===== config.mk =====
export PLATFORM = sky130hd
export DESIGN_NAME = vga_pong_renderer
export DESIGN_NICKNAME = d
export VERILOG_FILES = /design/src/rtl/vga_pong_renderer.sv
export SDC_FILE = /design/constraint.sdc
export NUM_CORES = 1
export LEC_CHECK = 0
export CORE_MARGIN = 1
export CORE_UTILIZATION = 55
export CTS_CLUSTER_DIAMETER = 40
export DETAILED_ROUTE_END_ITERATION = 10
export PLACE_DENSITY = 0.79
export SLEW_MARGIN = 10
export SYNTH_ARGS = -nofsm -noshare
export SYNTH_HDL_FRONTEND = slang
export SYNTH_SLANG_ARGS = --single-unit

===== constraint.sdc =====
create_clock -name Clock -period 13.4 [get_ports Clock]
set_input_delay 1.34 -clock Clock [delete_from_list [all_inputs] [get_ports Clock]]
set_output_delay 1.34 -clock Clock [all_outputs]
set_load 0.05 [all_outputs]

===== src/rtl/vga_pong_renderer.sv =====
// VGA timing generator and sprite compositor for the pong display path.
// Produces registered sync, colour and video_on outputs one pixel after the
// counters, composites ball / paddles / walls with a fixed priority, and
// latches object positions once per frame at the start of vertical blanking.
module vga_pong_renderer #(
  parameter int              CLK_DIV  = 2,
  parameter int              H_VA     = 640,
  parameter int              H_FP     = 16,
  parameter int              H_SP     = 96,
  parameter int              H_BP     = 48,
  parameter int              V_VA     = 480,
  parameter int              V_FP     = 10,
  parameter int              V_SP     = 2,
  parameter int              V_BP     = 33,
  parameter bit              SYNC_POL = 1'b0,
  parameter int              CW       = 4,
  parameter int              PAD_W    = 15,
  parameter int              PAD_H    = 80,
  parameter int              PAD_L_X  = 0,
  parameter int              PAD_R_X  = 625,
  parameter int              BALL     = 20,
  parameter int              WALL_H   = 6,
  parameter logic [3*CW-1:0] COL_PAD  = '1,
  parameter logic [3*CW-1:0] COL_BALL = '1,
  parameter logic [3*CW-1:0] COL_WALL = '1
) (
  input  logic          Clock,
  input  logic          Reset,
  input  logic [9:0]    bola_x,
  input  logic [9:0]    bola_y,
  input  logic [9:0]    barra_e_y,
  input  logic [9:0]    barra_d_y,
  output logic          HSync,
  output logic          VSync,
  output logic [CW-1:0] R,
  output logic [CW-1:0] G,
  output logic [CW-1:0] B,
  output logic          video_on,
  output logic          frame_start
);

  localparam int H_TOT = H_VA + H_FP + H_SP + H_BP;
  localparam int V_TOT = V_VA + V_FP + V_SP + V_BP;
  localparam int DW    = (CLK_DIV > 1) ? $clog2(CLK_DIV) : 1;

  localparam logic [DW-1:0] DIV_LAST = DW'(CLK_DIV - 1);

  // All pixel arithmetic is 11 bits wide so position + size never wraps.
  localparam logic [10:0] H_LAST  = 11'(H_TOT - 1);
  localparam logic [10:0] V_LAST  = 11'(V_TOT - 1);
  localparam logic [10:0] HVA11   = 11'(H_VA);
  localparam logic [10:0] VVA11   = 11'(V_VA);
  localparam logic [10:0] HS_ON   = 11'(H_VA + H_FP);
  localparam logic [10:0] HS_OFF  = 11'(H_VA + H_FP + H_SP);
  localparam logic [10:0] VS_ON   = 11'(V_VA + V_FP);
  localparam logic [10:0] VS_OFF  = 11'(V_VA + V_FP + V_SP);
  localparam logic [10:0] BALL11  = 11'(BALL);
  localparam logic [10:0] PADW11  = 11'(PAD_W);
  localparam logic [10:0] PADH11  = 11'(PAD_H);
  localparam logic [10:0] PLX11   = 11'(PAD_L_X);
  localparam logic [10:0] PRX11   = 11'(PAD_R_X);
  localparam logic [10:0] WALLT11 = 11'(WALL_H);
  localparam logic [10:0] WALLB11 = 11'(V_VA - WALL_H);
  localparam logic [26:0] DISC_R2 = 27'(BALL * BALL);

  typedef struct packed {
    logic [10:0] bx;
    logic [10:0] by;
    logic [10:0] ey;
    logic [10:0] dy;
  } pos_t;

  logic [DW-1:0]     div_cnt;
  logic              pe;
  logic [10:0]       hcount, vcount;
  logic              frame_tick;
  pos_t              shadow;

  logic [10:0]       dx_off, dy_off;
  logic              in_box;
  logic signed [12:0] ax, ay;
  logic signed [25:0] ax2, ay2;
  logic [26:0]       disc;
  logic              ball_hit, pad_l_hit, pad_r_hit, wall_hit, visible;
  logic              hs_nxt, vs_nxt;
  logic [3*CW-1:0]   pix_col;

  // Pixel-clock divider; with CLK_DIV=1 the count stays at 0 and pe is constant.
  always_ff @(posedge Clock or posedge Reset) begin
    if (Reset)   div_cnt <= '0;
    else if (pe) div_cnt <= '0;
    else         div_cnt <= div_cnt + 1'b1;
  end

  assign pe = (div_cnt == DIV_LAST);

  // Raster position: hcount wraps every H_TOT pixels, vcount every V_TOT lines.
  always_ff @(posedge Clock or posedge Reset) begin
    if (Reset) begin
      hcount <= '0;
      vcount <= '0;
    end else if (pe) begin
      if (hcount == H_LAST) begin
        hcount <= '0;
        vcount <= (vcount == V_LAST) ? 11'd0 : vcount + 11'd1;
      end else begin
        hcount <= hcount + 11'd1;
      end
    end
  end

  // First pixel of vertical blanking: the only point positions may change.
  assign frame_tick = pe && (hcount == 11'd0) && (vcount == VVA11);

  // Shadow copies of the positions, so a frame is always drawn from one snapshot.
  always_ff @(posedge Clock or posedge Reset) begin
    if (Reset) begin
      shadow <= '{bx: 11'd310, by: 11'd230, ey: 11'd200, dy: 11'd200};
    end else if (frame_tick) begin
      shadow <= '{bx: {1'b0, bola_x},    by: {1'b0, bola_y},
                  ey: {1'b0, barra_e_y}, dy: {1'b0, barra_d_y}};
    end
  end

  // Ball: bounding box by unsigned offset (negative offsets wrap to huge values),
  // then a disc test in doubled coordinates centred on the box.
  assign dx_off = hcount - shadow.bx;
  assign dy_off = vcount - shadow.by;
  assign in_box = (dx_off < BALL11) && (dy_off < BALL11);
  assign ax     = $signed({1'b0, dx_off, 1'b1}) - $signed({2'b00, BALL11});
  assign ay     = $signed({1'b0, dy_off, 1'b1}) - $signed({2'b00, BALL11});
  assign ax2    = ax * ax;
  assign ay2    = ay * ay;
  assign disc   = {1'b0, ax2} + {1'b0, ay2};
  assign ball_hit = in_box && (disc <= DISC_R2);

  assign pad_l_hit = ((hcount - PLX11) < PADW11) && ((vcount - shadow.ey) < PADH11);
  assign pad_r_hit = ((hcount - PRX11) < PADW11) && ((vcount - shadow.dy) < PADH11);
  assign wall_hit  = (vcount < WALLT11) || (vcount >= WALLB11);
  assign visible   = (hcount < HVA11) && (vcount < VVA11);

  assign hs_nxt = ((hcount >= HS_ON) && (hcount < HS_OFF)) ? SYNC_POL : ~SYNC_POL;
  assign vs_nxt = ((vcount >= VS_ON) && (vcount < VS_OFF)) ? SYNC_POL : ~SYNC_POL;

  // Priority compositor; everything outside the visible area is black.
  always_comb begin
    pix_col = '0;
    if (visible) begin
      if (ball_hit)                    pix_col = COL_BALL;
      else if (pad_l_hit || pad_r_hit) pix_col = COL_PAD;
      else if (wall_hit)               pix_col = COL_WALL;
    end
  end

  // Output registers: sync, colour and video_on all lag the counters by one pixel.
  always_ff @(posedge Clock or posedge Reset) begin
    if (Reset) begin
      HSync    <= ~SYNC_POL;
      VSync    <= ~SYNC_POL;
      R        <= '0;
      G        <= '0;
      B        <= '0;
      video_on <= 1'b0;
    end else if (pe) begin
      HSync     <= hs_nxt;
      VSync     <= vs_nxt;
      {R, G, B} <= pix_col;
      video_on  <= visible;
    end
  end

  // Frame strobe for the game logic: a single Clock wide regardless of CLK_DIV.
  always_ff @(posedge Clock or posedge Reset) begin
    if (Reset) frame_start <= 1'b0;
    else       frame_start <= frame_tick;
  end

endmodule


# Word level (Yosys, flattened, before mapping)
# Cells that the tools add are included.
# op_classes
mux	9
n_mul	2
n_reduce_logical	13
n_eq_ne	3
order_cmp	15
n_addsub	11
# op_table
op	n
multiplier 13 x 13 -> 26 bit	2
2-to-1 mux 12 bit	4
subtractor 11 x 10 -> 11 bit	4
adder 26 x 26 -> 27 bit	1
less-or-equal comparator 27 x 9 -> 1 bit (second input constant)	1
subtractor 12 x 5 -> 13 bit (second input constant)	2
adder 11 x 1 -> 11 bit (second input constant)	2
== test 11 x 10 -> 1 bit (second input constant)	2
>= comparator 11 x 9 -> 1 bit (second input constant)	2
< comparator 11 x 10 -> 1 bit (second input constant)	2
< comparator 11 x 4 -> 1 bit (second input constant)	2
< comparator 11 x 5 -> 1 bit (second input constant)	2
< comparator 11 x 7 -> 1 bit (second input constant)	2
< comparator 11 x 9 -> 1 bit (second input constant)	2
2-to-1 mux 11 bit	2
== test 11 x 9 -> 1 bit (second input constant)	1
>= comparator 11 x 10 -> 1 bit (second input constant)	1
zero test 11 bit	1
< comparator 11 x 3 -> 1 bit (second input constant)	1
subtractor 11 x 10 -> 11 bit (second input constant)	1
logical AND 1 bit	9
2-to-1 mux 1 bit	3
logical OR 1 bit	2
AND reduction 2 bit	1
adder 1 bit (second input constant)	1
# word_totals
in_bits	42
wordCells	67
out_inout_bits	16
reg_bits	79

# Logic depth before layout (Yosys ltp)
# logic_depth
depth_word	8
mapped_depth	45
mapped_depth_nobuf	44

# Least setup slack after synthesis
# Ideal clock, no wire load.
# synth_path
path_kind	reg-to-reg
start	reg vcount[0]
end	reg R[2]
required_time_ps	13331
slack_ps	3441
setup_time_ps	69
arrival_time_ps	9890
period_less_slack_ps	9959
stages_incl_launch_ff	41
path_cell_list	dfrtp_1 -> inv_1 -> ha_1 -> inv_1 -> fa_1 -> a211o_1 -> a2111oi_1 -> o311ai_0 -> a21oi_1 -> xnor2_2 -> nand3_2 -> nor2_2 -> inv_2 -> nor2_1 -> fa_1 -> fa_1 -> inv_1 -> fa_1 -> [... 5 more ...] -> ha_1 -> ha_1 -> a21o_1 -> a21oi_1 -> o2111a_1 -> nor3b_1 -> o31a_1 -> ha_1 -> clkbuf_1 -> nand2_1 -> nor2_1 -> nand2_1 -> a22o_1 -> a2111oi_0 -> nand4bb_1 -> nor4_1 -> nand4_1 -> nand3_1
# synth_via
elab_chain_cells	8
# synth_rtl
item	line	text
start: declaration	75	logic [10:0] hcount, vcount;
start signal: assignment	105	vcount <= (vcount == V_LAST) ? 11'd0 : vcount + 11'd1;
subtractor 11 x 10 -> 11 bit	128	assign dy_off = vcount - shadow.by;
subtractor 12 x 5 -> 13 bit	131	assign ay = $signed({1'b0, dy_off, 1'b1}) - $signed({2'b00, BALL11});
multiplier 13 x 13 -> 26 bit	133	assign ay2 = ay * ay;
adder 26 x 26 -> 27 bit	134	assign disc = {1'b0, ax2} + {1'b0, ay2};
less-or-equal comparator 27 x 9 -> 1 bit	135	assign ball_hit = in_box && (disc <= DISC_R2);
logical AND 1 bit	135	
2-to-1 mux 12 bit	149	if (ball_hit) pix_col = COL_BALL;
2-to-1 mux 12 bit *	148	if (visible) begin
end signal: assignment	167	{R, G, B} <= pix_col;
end: declaration	35	output logic [CW-1:0] R,
# Every way passes the cells marked *; elsewhere a longest branch is shown, timed or not.
# A chain may end at the register's enable or synchronous reset.

# Worst setup path in the final report
# Ends and elaborated chain as after synthesis.

==> impl_metrics.ini <==
[cts]
cts.path.max_buffers = 2
htree_levels = 3
clk_latency_ps = 330
cts-buffers-inserted = 9
clkTransAtPathRegs_ps = 60
cts_tree = yes
clockRootBuffer = clkbuf_16
post_cts_resized = 0
post_cts_buffers = 0
cts.sinks = 68
postCtsHoldBufs = 0

[worst_setup_path]
critPathMaxFanout = 12
start_kind = register
r2r-start = vcount[0]
critical-path-max-stage-delay_ps = 800
crit_top_cell = inv_1
worstPathRequired_ps = 13670
critical_path_class = register to register
r2r-end = R[2]
slowest_stage = a2111oi_0
critPathCaptureType = register
crit_arrival_ps = 12010
reg2reg_depth = 39
reg2reg_slack_ps = 1650

[place]
portBuffers = 57
dp_hpwl_um = 33700
place_congestion = 0.920

[power_and_ir_drop]
leakagePower_nw = 9.95
ir_drop_uv = 88.2
power_density_nw_per_um2 = 26.5

[layout]
nets = 2628
antenna_cells = 0
final_core_util_pct = 60.1
nFillCells = 2715
drive_gt1_share_pct = 4.02
area_growth_pct = 6.69

[logic_synthesis]
syn-cell-area_sq_um = 17900
yosysWarnings = 0
ys_seq_area_share_pct = 9.65
synth_edf_count = 0
synth_common_cells = 478 x inv_1, 282 x fa_1, 221 x ha_1
yosys-top-cells-area = fa_1 32%, ha_1 15%, inv_1 10%
synth_cells = 2049
synth_area_leader_cell = fa_1
syn_area_per_cell_sq_um = 8.72
synthFlopType = dfrtp_1
synth.distinct_cells = 86
yosys_register_bits = 68
yosysMostFrequentCell = inv_1
synthArstFlopShare_pct = 100
synth_top_area_share_pct = 31.6

[floorplan]
initial_utilization_pct = 56.3
die_w_um = 182
fp.coreArea_sq_um = 31700
io_pins = 58
fp-row-count = 65
dieArea_sq_um = 33200
dieHeight_um = 182

[timing]
rsz0062_at_grt = no
fmax_mhz = 85.1
fin_crit_ps = 11750
maxSlewViolCount = 0
slew_headroom_pct = 27.5
setup_violations = 0
period_share_pct = 87.7
worst_pin_slew_ps = 1080
hold_viol = 0
holdWs_ps = 506
skew_ps = 6.86
fin_tns_setup_ps = 0

[hold_path]
hp-class = register to register
whs_path_depth = 2
hp-start = shadow[29]
holdPathEnd = shadow[29]

[routing]
wl_met3_um = 2010
top_layer = met4
drt_iter0_drc = 663
wirelength_um = 39500
drc = 0
drtPass1Iterations = 6
wl_per_cell_um = 15.9
wl_met2_um = 19800
viasPerCell = 5.56
met1_length_um = 16400
drtAntennaViolNets = 0
vias = 13836

[global_routing]
grt_max_degree = 69
grt_pass1_wl_um = 68800
grt_overflow = 0
antenna_found_initial = 0
track_usage_pct = 25.5
grt_pass1_vias = 14795

[job]
maxCapViolations = 0

[status]
status = finished, final reports clean
power by group:
group	total, mW	switching, mW	internal, mW
combinational	0.0927	0.0514	0.0414
clock	0.207	0.0829	0.124
sequential	0.206	0	0.206
worst max-delay path, delay by kind of cell, from the launching register on:
family / cells / cell delay, ps
adders and majority gates: 10 / 4460
AOI/OAI and AO/OA: 11 / 3330
and+or+nand+nor: 8 / 2120
buffers and inverters: 8 / 1050
DFF: 1 / 440
xor gates and xnor gates: 2 / 280
metal layers:
layer	vias to the layer above	GRT usage, %
met5	-	0
met4	0	7.97
met3	90	2.53
met2	426	45.7
met1	6740	32.5
li1	6580	-
per-stage QoR:
| step | power [mW] | setup slack, ps | area (sq um) | std cells |
|---|---|---|---|---|
| after floorplan | 0.272 | 3440 | 17900 | 2051 |
| after global placement | 0.300 | 1880 | 18800 | 2474 |
| after detailed placement | 0.300 | 1650 | 18800 | 2474 |
| after CTS | 0.508 | 1640 | 19100 | 2490 |
| after global routing | 0.527 | 756 | 19100 | 2490 |
| final | 0.506 | 1650 | 19100 | 2490 |
registers in the layout, indices dropped and copies added (netlist names):
| name | count |
|---|---|
| div_cnt | 1 |
| shadow | 40 |
| hcount | 11 |
| frame_start | 1 |
| HSync | 1 |
| VSync | 1 |
| video_on | 1 |
| R | 1 |
| vcount | 11 |
area by class of cell:
| class | count | area (sq um) | share of cell area, % |
|---|---|---|---|
| Inverter | 483 | 1820 | 9.52 |
| Multi-Input combinational cell | 1452 | 14100 | 74.0 |
| Clock buffer | 11 | 233 | 1.22 |
| Sequential cell | 68 | 1720 | 9.04 |
| Tap cell | 402 | 503 | 2.64 |
| Timing Repair Buffer | 69 | 661 | 3.47 |
| Clock inverter | 5 | 28.8 | 0.151 |
layout by cell type (no fill, tap or decap), types with 5 or more instances in the layout:
cell,synthesis,layout
a31oi_1,12,12
a211o_1,6,6
fa_1,282,282
nand2b_1,20,20
xnor2_1,71,71
nand3_1,28,28
or2_2,5,5
o2111ai_1,5,5
mux2i_1,9,9
xor2_1,35,35
nand4_1,11,11
and2_1,16,16
nor2b_1,17,17
dfstp_2,18,18
mux2_2,5,5
o21ai_0,87,87
a211oi_1,11,11
buf_4,12,12
o21bai_1,10,10
nand2_1,146,146
a21o_1,32,32
nor4_1,8,7
o211ai_1,6,6
o31ai_1,6,6
ha_1,221,221
nor3b_1,8,8
or3_1,14,14
nand3b_1,10,10
nor3_1,30,30
o311ai_0,5,5
nor2_1,146,146
o21a_1,9,9
dfrtp_1,50,50
clkbuf_16,0,9
inv_1,478,477
and3_1,15,15
clkdlybuf4s50_1,0,57
a21oi_1,80,80
worst max path at each step:
stage               from   end  slack (ps)  cells after the start
2_1_floorplan  vcount[0]  R[2]        3440                     40
3_3_place_gp   vcount[0]  R[2]        1880                     40
3_5_place_dp   vcount[0]  R[2]        1650                     40
4_1_cts        vcount[0]  R[2]        1640                     40
5_1_grt        vcount[0]  R[2]         760                     39
6_report       vcount[0]  R[2]        1650                     39
kinds of logic after synthesis:
family | synth area share, %
AOI/OAI and AO/OA | 11.4
xor gates and xnor gates | 5.71
adders and majority gates | 47.1
buffers and inverters | 11.5
DFF | 9.65
muxes | 0.819
other | 0.0420
and+or+nand+nor | 13.7
No activity file was read; power rests on OpenSTA's default activity.
